--- src/rtl/encoder_qep.sv ---
`timescale 1ns/1ps
`default_nettype none
// ============================================================================
// Module   : encoder_qep
// Brief    : Quadrature encoder interface. Synchronises and glitch-filters
//            A/B/Z, decodes steps into a signed counter and a single-turn
//            position homed by Z, measures the step period and provides a
//            trigger/done snapshot port for the control loop.
// Revision : 1.0 - initial parametrised release
// ============================================================================
module encoder_qep #(
    parameter int CNT_W  = 32,
    parameter int TMR_W  = 32,
    parameter int FILT_W = 4
) (
    input  logic              clk,
    input  logic              rst_n,
    input  logic              A,
    input  logic              B,
    input  logic              Z,
    input  logic              trigger,
    input  logic              clear,
    input  logic [CNT_W-1:0]  pulses_per_rev,
    input  logic [FILT_W-1:0] filt_len,
    input  logic              dir_invert,
    input  logic              z_enable,
    output logic [CNT_W-1:0]  counter,
    output logic [CNT_W-1:0]  position,
    output logic [TMR_W-1:0]  period,
    output logic [15:0]       err_count,
    output logic [CNT_W-1:0]  steps_synced,
    output logic [CNT_W-1:0]  position_synced,
    output logic [TMR_W-1:0]  period_synced,
    output logic              done
);

    localparam logic [CNT_W-1:0] C_CNT_ONES = '1;
    localparam logic [TMR_W-1:0] C_TMR_ONES = '1;
    localparam logic [15:0]      C_ERR_MAX  = 16'hFFFF;

    // ------------------------------------------------------------------
    // Two-flop synchronisers, bit order {A, B, Z}
    // ------------------------------------------------------------------
    logic [2:0] w_raw;
    logic [2:0] sync1_q, sync1_d;
    logic [2:0] sync2_q, sync2_d;
    logic [2:0] w_filt;

    assign w_raw = {A, B, Z};

    // Shift the raw pins through the two synchroniser stages.
    always_comb begin
        sync1_d = w_raw;
        sync2_d = sync1_q;
    end

    // Synchroniser registers.
    always_ff @(posedge clk or negedge rst_n) begin
        if (!rst_n) begin
            sync1_q <= 3'b000;
            sync2_q <= 3'b000;
        end else begin
            sync1_q <= sync1_d;
            sync2_q <= sync2_d;
        end
    end

    // ------------------------------------------------------------------
    // Glitch filter per input: a new level must differ from the filtered
    // value for filt_len+1 consecutive cycles before it is accepted.
    // ------------------------------------------------------------------
    for (genvar gi = 0; gi < 3; gi++) begin : g_filt
        logic              f_q, f_d;
        logic [FILT_W-1:0] c_q, c_d;

        // Count cycles of disagreement; accept the level once it has lasted.
        always_comb begin
            f_d = f_q;
            c_d = '0;
            if (sync2_q[gi] == f_q) begin
                c_d = '0;
            end else if (c_q >= filt_len) begin
                f_d = sync2_q[gi];
                c_d = '0;
            end else begin
                c_d = c_q + 1'b1;
            end
        end

        // Filter state registers.
        always_ff @(posedge clk or negedge rst_n) begin
            if (!rst_n) begin
                f_q <= 1'b0;
                c_q <= '0;
            end else begin
                f_q <= f_d;
                c_q <= c_d;
            end
        end

        assign w_filt[gi] = f_q;
    end

    // ------------------------------------------------------------------
    // Decoder: convert the Gray-coded {A,B} pair to a 2-bit phase so the
    // phase difference directly gives +1, -1 or an illegal double change.
    // ------------------------------------------------------------------
    function automatic logic [1:0] ab_phase(input logic [1:0] ab);
        ab_phase = {ab[0], ab[1] ^ ab[0]};
    endfunction

    logic [1:0] ab_q, ab_d;
    logic       z_prev_q, z_prev_d;
    logic [1:0] w_delta;
    logic       w_fwd, w_rev, w_illegal, w_step, w_inc, w_dec, w_z_rise;

    assign w_delta   = ab_phase(w_filt[2:1]) - ab_phase(ab_q);
    assign w_fwd     = (w_delta == 2'd1);
    assign w_rev     = (w_delta == 2'd3);
    assign w_illegal = (w_delta == 2'd2);
    assign w_step    = w_fwd | w_rev;
    assign w_inc     = dir_invert ? w_rev : w_fwd;
    assign w_dec     = dir_invert ? w_fwd : w_rev;
    assign w_z_rise  = w_filt[0] & ~z_prev_q;

    // ------------------------------------------------------------------
    // Counter, error counter and position
    // ------------------------------------------------------------------
    logic [CNT_W-1:0] counter_q, counter_d;
    logic [15:0]      err_q, err_d;
    logic [CNT_W-1:0] pos_q, pos_d;
    logic             homed_q, homed_d;

    // Step accounting: clear beats a step, Z homing beats a step.
    always_comb begin
        ab_d     = w_filt[2:1];
        z_prev_d = w_filt[0];

        counter_d = counter_q;
        if (clear) begin
            counter_d = '0;
        end else if (w_inc) begin
            counter_d = counter_q + 1'b1;
        end else if (w_dec) begin
            counter_d = counter_q - 1'b1;
        end

        err_d = err_q;
        if (clear) begin
            err_d = '0;
        end else if (w_illegal && (err_q != C_ERR_MAX)) begin
            err_d = err_q + 1'b1;
        end

        pos_d   = pos_q;
        homed_d = homed_q;
        if (w_z_rise && z_enable) begin
            pos_d   = '0;
            homed_d = 1'b1;
        end else if (homed_q && w_inc) begin
            // pulses_per_rev of zero means a natural 2^CNT_W wrap
            if ((pulses_per_rev != '0) && (pos_q >= pulses_per_rev - 1'b1)) begin
                pos_d = '0;
            end else begin
                pos_d = pos_q + 1'b1;
            end
        end else if (homed_q && w_dec) begin
            if (pos_q == '0) begin
                pos_d = pulses_per_rev - 1'b1;
            end else begin
                pos_d = pos_q - 1'b1;
            end
        end
    end

    // Decoder, counter and position registers.
    always_ff @(posedge clk or negedge rst_n) begin
        if (!rst_n) begin
            ab_q      <= 2'b00;
            z_prev_q  <= 1'b0;
            counter_q <= '0;
            err_q     <= '0;
            pos_q     <= C_CNT_ONES;
            homed_q   <= 1'b0;
        end else begin
            ab_q      <= ab_d;
            z_prev_q  <= z_prev_d;
            counter_q <= counter_d;
            err_q     <= err_d;
            pos_q     <= pos_d;
            homed_q   <= homed_d;
        end
    end

    // ------------------------------------------------------------------
    // Period measurement: saturating timer restarted by every counted step
    // ------------------------------------------------------------------
    logic [TMR_W-1:0] timer_q, timer_d;
    logic [TMR_W-1:0] period_q, period_d;

    // Latch the elapsed time on a step; flag a stall once the timer saturates.
    always_comb begin
        timer_d  = timer_q;
        period_d = period_q;
        if (w_step) begin
            period_d = timer_q;
            timer_d  = {{(TMR_W-1){1'b0}}, 1'b1};
        end else if (timer_q == C_TMR_ONES) begin
            period_d = C_TMR_ONES;
        end else begin
            timer_d = timer_q + 1'b1;
        end
    end

    // Timer and period registers.
    always_ff @(posedge clk or negedge rst_n) begin
        if (!rst_n) begin
            timer_q  <= C_TMR_ONES;
            period_q <= C_TMR_ONES;
        end else begin
            timer_q  <= timer_d;
            period_q <= period_d;
        end
    end

    // ------------------------------------------------------------------
    // Snapshot port: capture pre-step values while trigger is high
    // ------------------------------------------------------------------
    logic [CNT_W-1:0] w_pos_out;
    logic [CNT_W-1:0] ssteps_q, ssteps_d;
    logic [CNT_W-1:0] spos_q, spos_d;
    logic [TMR_W-1:0] sper_q, sper_d;
    logic             done_q, done_d;

    assign w_pos_out = homed_q ? pos_q : C_CNT_ONES;

    // Recapture every trigger cycle; done follows the inverse of trigger.
    always_comb begin
        ssteps_d = ssteps_q;
        spos_d   = spos_q;
        sper_d   = sper_q;
        done_d   = ~trigger;
        if (trigger) begin
            ssteps_d = counter_q;
            spos_d   = w_pos_out;
            sper_d   = period_q;
        end
    end

    // Snapshot registers.
    always_ff @(posedge clk or negedge rst_n) begin
        if (!rst_n) begin
            ssteps_q <= '0;
            spos_q   <= C_CNT_ONES;
            sper_q   <= C_TMR_ONES;
            done_q   <= 1'b1;
        end else begin
            ssteps_q <= ssteps_d;
            spos_q   <= spos_d;
            sper_q   <= sper_d;
            done_q   <= done_d;
        end
    end

    assign counter         = counter_q;
    assign position        = w_pos_out;
    assign period          = period_q;
    assign err_count       = err_q;
    assign steps_synced    = ssteps_q;
    assign position_synced = spos_q;
    assign period_synced   = sper_q;
    assign done            = done_q;

endmodule
`default_nettype wire

--- config.mk ---
export PLATFORM = sky130hd
export DESIGN_NAME = encoder_qep
export DESIGN_NICKNAME = d
export VERILOG_FILES = /design/src/rtl/encoder_qep.sv
export SDC_FILE = /design/constraint.sdc
export NUM_CORES = 1
export LEC_CHECK = 0
export CORE_MARGIN = 2
export CORE_UTILIZATION = 34
export CTS_BUF_LIST = sky130_fd_sc_hd__clkbuf_8
export CTS_CLUSTER_SIZE = 25
export DETAILED_ROUTE_END_ITERATION = 6
export PLACE_DENSITY = 0.57
export SYNTH_ARGS = -nofsm -noshare
export SYNTH_HDL_FRONTEND = slang
export SYNTH_SLANG_ARGS = --single-unit
--- constraint.sdc ---
create_clock -name clk -period 8.3 [get_ports clk]
set_input_delay 2.075 -clock clk [delete_from_list [all_inputs] [get_ports clk]]
set_output_delay 2.075 -clock clk [all_outputs]
set_load 0.05 [all_outputs]
Word level (Yosys, flattened, before mapping)
Cells that the tools add are included.

Bits in registers: 266. Bits in latches: 0. Memory bits (writable): 0. Bits in read-only memories: 0. Input port bits: 45. Output and inout port bits: 209. Logic and storage cells: 90. Memories: 0.

Add/subtract/negate cells: 11. Multipliers: 0. Div/mod/pow operators: 0. Magnitude comparators: 4. Equality and inequality tests: 9. Shifts and indexed selects: 0. Muxes and demuxes: 23. Bitwise gates (word level): 9. Reductions and logical operators: 14.

Operators by type and width (count): 2-to-1 mux 32 bit (13); adder 32 x 1 -> 32 bit, second input constant (3); subtractor 32 x 1 -> 32 bit, second input constant (3); equality test 32 bit, second input constant (1); >= comparator 32 bit (1); logical NOT 32 bit (1); 2-to-1 mux 16 bit (2); nonzero test 32 bit (1); 2-to-1 mux 4 bit (6); adder 16 x 1 -> 16 bit, second input constant (1); != test 16 bit, second input constant (1); adder 4 x 1 -> 4 bit, second input constant (3); >= comparator 4 bit (3); AND reduction 2 bit (3); nonzero test 3 bit (2); logical AND 1 bit (5); NOT 1 bit (5); equality test 2 bit, second input constant (2); nonzero test 2 bit (2); equality test 1 bit (3); equality test 2 x 1 -> 1 bit, second input constant (1); 2-to-1 mux 1 bit (2); != test 2 bit, second input constant (1); subtractor 2 bit (1); 3 further kinds (4).

Longest topological paths before layout
Gate-level depths: netlist of run 1.

Word-level depth: 8. Gate-level depth with buffers: 19. Gate-level depth less buffers: 17.

Worst setup path before layout of run 1
Ideal clock, no wire load.

Path type: input to register. From: input port pulses_per_rev[13]. To: register pos_q[2]. Library setup time: 0.081 ns. Arrival time: 6.352 ns. Data required time: 8.219 ns. Slack: 1.867 ns. Cell stages on the path: 17. Buffers on the path: 2. Path through: or4_4 -> or3_4 -> or4_4 -> or4_4 -> nor2_1 -> xnor2_1 -> ha_1 -> a21o_1 -> a21o_1 -> a21oi_1 -> nor2_1 -> o31a_1 -> or4_1 -> clkbuf_1 -> clkbuf_1 -> o21a_1 -> o211ai_1.

Longest elaborated chain between the ends: 6. Elaborated cells between the ends (all ways): 7. Classes of those cells: add/sub: 1; order compare: 1; mux: 3; reduce/logical: 2.

RTL lines: start: declaration (line 23) `input logic [CNT_W-1:0] pulses_per_rev,`; subtractor 32 x 1 -> 32 bit (line 162) `if ((pulses_per_rev != '0) && (pos_q >= pulses_per_rev - 1'b1)) begin`; >= comparator 32 bit (line 162); logical AND 1 bit (*) (line 162); 2-to-1 mux 32 bit (*) (line 162); 2-to-1 mux 32 bit (*) (line 160) `end else if (homed_q && w_inc) begin`; 2-to-1 mux 32 bit (*) (line 157) `if (w_z_rise && z_enable) begin`; end signal: assignment (line 190) `pos_q <= pos_d;`; end: declaration (line 131) `logic [CNT_W-1:0] pos_q, pos_d;`.

Every way passes the cells marked *; elsewhere a longest branch is shown, timed or not. A chain may end at the register's enable or synchronous reset.

Worst setup path in the final report of run 1
From: input port pulses_per_rev[11]. To: register pos_q[10].

The elaborated chain is that of the path after synthesis.

==> results of run 1 <==
[cells by family after synthesis]
logic type | share of synthesized area (%)
adder cells (fa/ha/maj) | 6.93
multiplexers | 6.49
AND/OR/NAND/NOR | 18.6
XOR/XNOR | 7.17
AO/OA/AOI/OAI | 14.1
flip-flops | 43.9
buffers and inverters | 2.82
[worst max-delay path, cell delays in order]
cell and delay, ns:
clkdlybuf4s50_1 0.48, or4_4 0.57, or3_4 0.36, or4_4 0.53
or4_4 0.47, nor2_1 0.14, xnor2_1 0.16, ha_1 0.28
a21o_1 0.18, a21o_1 0.17, a21oi_1 0.15, nor2_1 0.06
o31a_1 0.29, or4_1 0.84, or3_1 0.47, o211ai_1 0.09
[flip-flops by register name, indices dropped and copies added, names as in the netlist, 12 cells and up]
signal and count:
period_synced 32, err_count 16, pos_q 32, counter 32
g_filt.c_q 12, period 32, position_synced 32, timer_q 32
steps_synced 32
[synth_stat cells, types with 8 or more instances]
cell type	number	area, um2
mux2i_1	8	80.1
nor4_1	16	100
nor2_1	204	766
o21a_1	11	82.6
dfstp_2	161	4230
mux2_2	83	935
o31ai_1	12	90.1
nand2b_1	22	138
a21o_1	33	248
o2bb2ai_1	8	70.1
nand4_1	31	194
o211ai_1	11	82.6
or3_1	20	125
dfrtp_1	105	2630
ha_1	85	1060
a21oi_1	99	495
nor3_1	37	185
and2_1	8	50.1
xor2_1	57	499
nand2_1	126	473
a211oi_1	16	120
nor2b_1	8	50.1
o21ai_0	63	315
xnor2_1	71	622
and3_1	27	169
a31oi_1	35	219
clkbuf_1	75	282
inv_1	35	131
nand3_1	67	335
[metal layers]
metal  global-route usage, %  up-vias
li1                        -     6341
met1                    25.8     6589
met2                    32.5      376
met3                    4.09       86
met4                    6.17        0
met5                       0        -
[worst min path at each step]
stage | from | slack [ns] | end | cells past startpoint
after floorplan | sync1_q[0] | 0.33 | sync2_q[0] | 0
after global placement | sync1_q[2] | 0.33 | sync2_q[2] | 0
after detailed placement | sync1_q[2] | 0.34 | sync2_q[2] | 0
after CTS | sync1_q[2] | 0.35 | sync2_q[2] | 0
after global routing | sync1_q[2] | 0.36 | sync2_q[2] | 0
final | sync1_q[2] | 0.34 | sync2_q[2] | 0
[through the flow]
| stage | util (%) | worst slack [ns] | area (um2) |
|---|---|---|---|
| 2_1_floorplan | - | 1.87 | 15600 |
| 3_3_place_gp | 41.4 | 0.978 | 18800 |
| 3_5_place_dp | 41.4 | 0.913 | 18800 |
| 4_1_cts | 43.8 | 1.60 | 19900 |
| 5_1_grt | 43.8 | 1.27 | 19900 |
| 6_report | 43.8 | 1.52 | 19900 |
[layout make-up]
| class | instances | area, um2 |
|---|---|---|
| fill | 4425 | 25500 |
| clock inverter | 25 | 175 |
| multi-input combinational | 1253 | 8360 |
| tap | 600 | 751 |
| inverter | 37 | 139 |
| sequential | 266 | 6860 |
| clock buffer | 68 | 936 |
| timing repair buffer | 270 | 2660 |
==> flow_summary_export.csv, run 1 <==
group,metric,value,unit
cts,cts_tree,"yes",
synth,async_flop_share,100,%
floorplanning,die_w,218,um
critical_path,crit_path_end,"pos_q[10]",
finish,stdcell_count,2519,
timing,max_slew.worst_pin.slew,1.12,ns
critical_path,startpoint_type,"input pin",
floorplanning,die_area,0.0477,mm2
finish,nets,2009,
critical_path,critPathCaptureType,"flip-flop",
global_routing,grt_pass1_vias,13600,
detailed_routing,drt_iter0_drc,664,
critical_path,cp-startpoint,"pulses_per_rev[11]",
global_routing,grt_use_total,19.7,%
critical_path,reg2reg_depth,18,
cts,cts.sinks,266,
timing,period_minus_slack,6.78,ns
finish,diodes,0,
critical_path,r2r-end,"counter[28]",
timing,slew_headroom,24.9,%
finish,final_common_cell,"clkdlybuf4s50_1",
cts,numCtsBuffers,50,
detailed_routing,ant_nets,0,
synth,ys_types,70,
critical_path,critical_path_arrival,7.33,ns
detailed_routing,viasPerCell,5.32,
critical_path,r2r-start,"g_filt[1].f_q",
detailed_routing,dr_wl_met3,2.62,mm
cts,cts_resized,0,
synth,syn_area,0.0156,mm2
timing,hold_slack,0.345,ns
outcome,status,"finished clean",
critical_path,required,8.85,ns
job,drv_cap,0,
floorplanning,fp.coreArea,0.0454,mm2
timing,finClkSkew,0.0364,ns
global_routing,gr-total-overflow,0,
synth,yosys_warnings,0,
timing,setup_violations,0,
global_routing,grt_pass1_wl,75.2,mm
cts,cts_max_level,2,
detailed_routing,met1_length,21.1,mm
synth,ys_ff_latch,266,
finish,mostFrequentLayoutCells,"251 x clkdlybuf4s50_1, 204 x nor2_1, 161 x dfstp_2, 126 x nand2_1, 104 x dfrtp_1",
timing,clock.fmax,148,MHz
timing,hold_viol,0,
timing,drv_slew,0,
detailed_routing,drcViolationCount,0,
synth,synthCells,1636,
detailed_routing,routed_wl,47.2,mm
global_routing,grt_max_degree,119,
cts,cts_setup_buffers,0,
critical_path,critical_path.max_fanout,18,
floorplanning,rows,78,
cts,clkSlewWorstSetupHoldPaths,0.06,ns
cts,cts_hold_buf,0,
place,portBuffers,253,
cts,clockRootBuffer,"clkbuf_8",
timing,rsz0062_at_grt,"false",
timing,layout_worst_path_cycle_share,81.6,%
detailed_routing,wl_per_cell,18.7,um
detailed_routing,route.vias.total,13400,
critical_path,critical_path_class,"input pin to flip-flop",
floorplanning,io_pins,254,
synth,synthFlopType,"dfstp_2",
hold_path,hold_class,"flip-flop to flip-flop",
detailed_routing,routed.top_layer,"met4",
timing,fin_tns_setup,0,ns
place,place_congestion,0.907,
finish,drive_above_1_share,19.0,%
synth,synth_nets,1767,
detailed_routing,drt_pre_antenna_iters,5,
floorplanning,die_h,218,um
place,dp_cells,2426,
synth,ys_seq_area_share,43.9,%
critical_path,r2r_setup_slack,3.02,ns
cts,clkLatencyLatePin,0.63,ns
floorplanning,initial_core_util,34.4,%
global_routing,grt_antenna_before_repair,0,
synth,synth_area_per_cell,9.55,um2
finish,area_growth,27.2,%
detailed_routing,route.met2.wl,22.3,mm
place,dpl.hpwl,33.1,mm
cts,clockBufferDepth,3,
synth,synth_edf_count,0,
Power of run 1 is left out: the tool's default activity adds up to more than one toggle a clock period on the data nets, which glitch-free logic cannot reach.
==> run 2, diff against run 1 <==
- PLACE_DENSITY: 0.57 -> 0.59
- clock period: 8.3 -> 6.1 ns (I/O delays scaled with it)
==> flow_summary_export.csv, run 2 (synthesis results as in run 1) <==
group,metric,value,unit
detailed_routing,drt_pre_antenna_iters,5,
detailed_routing,routed_wl,46.5,mm
floorplanning,die_area,0.0477,mm2
cts,clockBufferDepth,3,
finish,mostFrequentLayoutCells,"251 x clkdlybuf4s50_1, 204 x nor2_1, 161 x dfstp_2, 126 x nand2_1, 104 x dfrtp_1",
cts,numCtsBuffers,49,
timing,fin_tns_setup,0,ns
cts,clkLatencyLatePin,0.65,ns
global_routing,grt_pass1_vias,13700,
global_routing,grt_use_total,19.4,%
timing,finClkSkew,0.0219,ns
finish,final_common_cell,"clkdlybuf4s50_1",
hold_path,hold_class,"flip-flop to flip-flop",
detailed_routing,drt_iter0_drc,722,
detailed_routing,route.vias.total,13400,
finish,nets,2049,
finish,final_util,44.4,%
critical_path,startpoint_type,"input pin",
critical_path,r2r_setup_slack,1.02,ns
job,drv_cap,0,
cts,cts.sinks,266,
timing,max_slew.worst_pin.slew,1.05,ns
critical_path,critPathCaptureType,"flip-flop",
floorplanning,fp.coreArea,0.0454,mm2
floorplanning,die_w,218,um
floorplanning,die_h,218,um
timing,layout_worst_path_cycle_share,95.6,%
cts,cts_hold_buf,0,
global_routing,grt_pass1_wl,74.5,mm
timing,period_minus_slack,5.83,ns
timing,clock.fmax,172,MHz
place,dpl.hpwl,32.9,mm
finish,fillCellCount,4371,
detailed_routing,viasPerCell,5.26,
detailed_routing,ant_nets,0,
cts,cts_tree,"yes",
finish,area_growth,29.0,%
finish,diodes,0,
place,place_congestion,0.898,
global_routing,gr-total-overflow,0,
critical_path,critical_path_arrival,6.37,ns
cts,cts_max_level,2,
global_routing,grt_max_degree,144,
timing,setup_violations,0,
outcome,status,"finished clean",
floorplanning,io_pins,254,
timing,worst_slack,0.271,ns
detailed_routing,wl_per_cell,18.2,um
timing,drv_slew,0,
critical_path,required,6.64,ns
timing,rsz0062_at_grt,"false",
place,place_ws,-0.434,ns
critical_path,critical_path_class,"input pin to flip-flop",
floorplanning,initial_core_util,34.4,%
critical_path,critical_path.max_fanout,16,
detailed_routing,drcViolationCount,0,
floorplanning,rows,78,
cts,clkSlewWorstSetupHoldPaths,0.06,ns
finish,stdcell_count,2555,
place,portBuffers,253,
place,dp_cells,2467,
timing,slew_headroom,29.6,%
timing,hold_viol,0,
global_routing,grt_antenna_before_repair,0,
cts,clockRootBuffer,"clkbuf_8",
finish,drive_above_1_share,20.8,%
==> run 2: cell types whose count changed in the layout (fill, tap and decap cells not counted), sizes merged <==
cell / delta
buf: +41
inv: -3
clkinv: +2
clkbuf: -4
==> run 2: what timing repair did <==
item                                    CTS  global route
resized for setup                         0             3
setup buffers                             0             0
hold endpoints to repair                  0             0
endpoints found under the setup margin    0            23
==> run 2: area by class of cell <==
cell class / count / area [um2] / area share [%]
Clock buffer: 64 / 881 / 4.37
Timing Repair Buffer: 311 / 2980 / 14.8
Multi-Input combinational cell: 1253 / 8370 / 41.5
Inverter: 37 / 139 / 0.689
Sequential cell: 266 / 6860 / 34.0
Clock inverter: 24 / 185 / 0.918
Tap cell: 600 / 751 / 3.72
==> run 2: metal layers <==
layer | global-route usage (%) | routed length (um)
met3 | 3.77 | 2570
met4 | 6.71 | 1190
met5 | 0 | 0
met1 | 24.7 | 20300
met2 | 32.7 | 22500
==> run 2: per-stage QoR <==
stage / hold slack [ns] / cell area, um2
2_1_floorplan: 0.331 / 15600
3_3_place_gp: 0.334 / 19100
3_5_place_dp: 0.339 / 19100
4_1_cts: 0.351 / 20200
5_1_grt: 0.356 / 20200
6_report: 0.347 / 20200
==> run 2: path summary, 6_finish.rpt <==
check | startpoint | end | cells past startpoint
worst max-delay path | pulses_per_rev[13] | pos_q[10] | 17
worst min-delay path | sync1_q[0] | sync2_q[0] | 0
worst max register to register | g_filt[1].f_q | counter[28] | 17
worst min register to register | sync1_q[0] | sync2_q[0] | 0
max in group asynchronous | rst_n | steps_synced[12] | 2
min in group asynchronous | rst_n | steps_synced[30] | 1
==> run 2: critical path, cell delays in order <==
cell and delay, ns:
clkdlybuf4s50_1 0.43, or4_4 0.55, or3_4 0.35, or4_4 0.52
or4_4 0.47, nor2_1 0.14, xnor2_1 0.15, ha_1 0.28
a21o_1 0.18, a21o_1 0.17, a21oi_1 0.16, nor2_1 0.06
o31a_1 0.26, or4_1 0.46, buf_4 0.21, or3_1 0.36
o211ai_1 0.09
Power of run 2 is left out for the same reason.
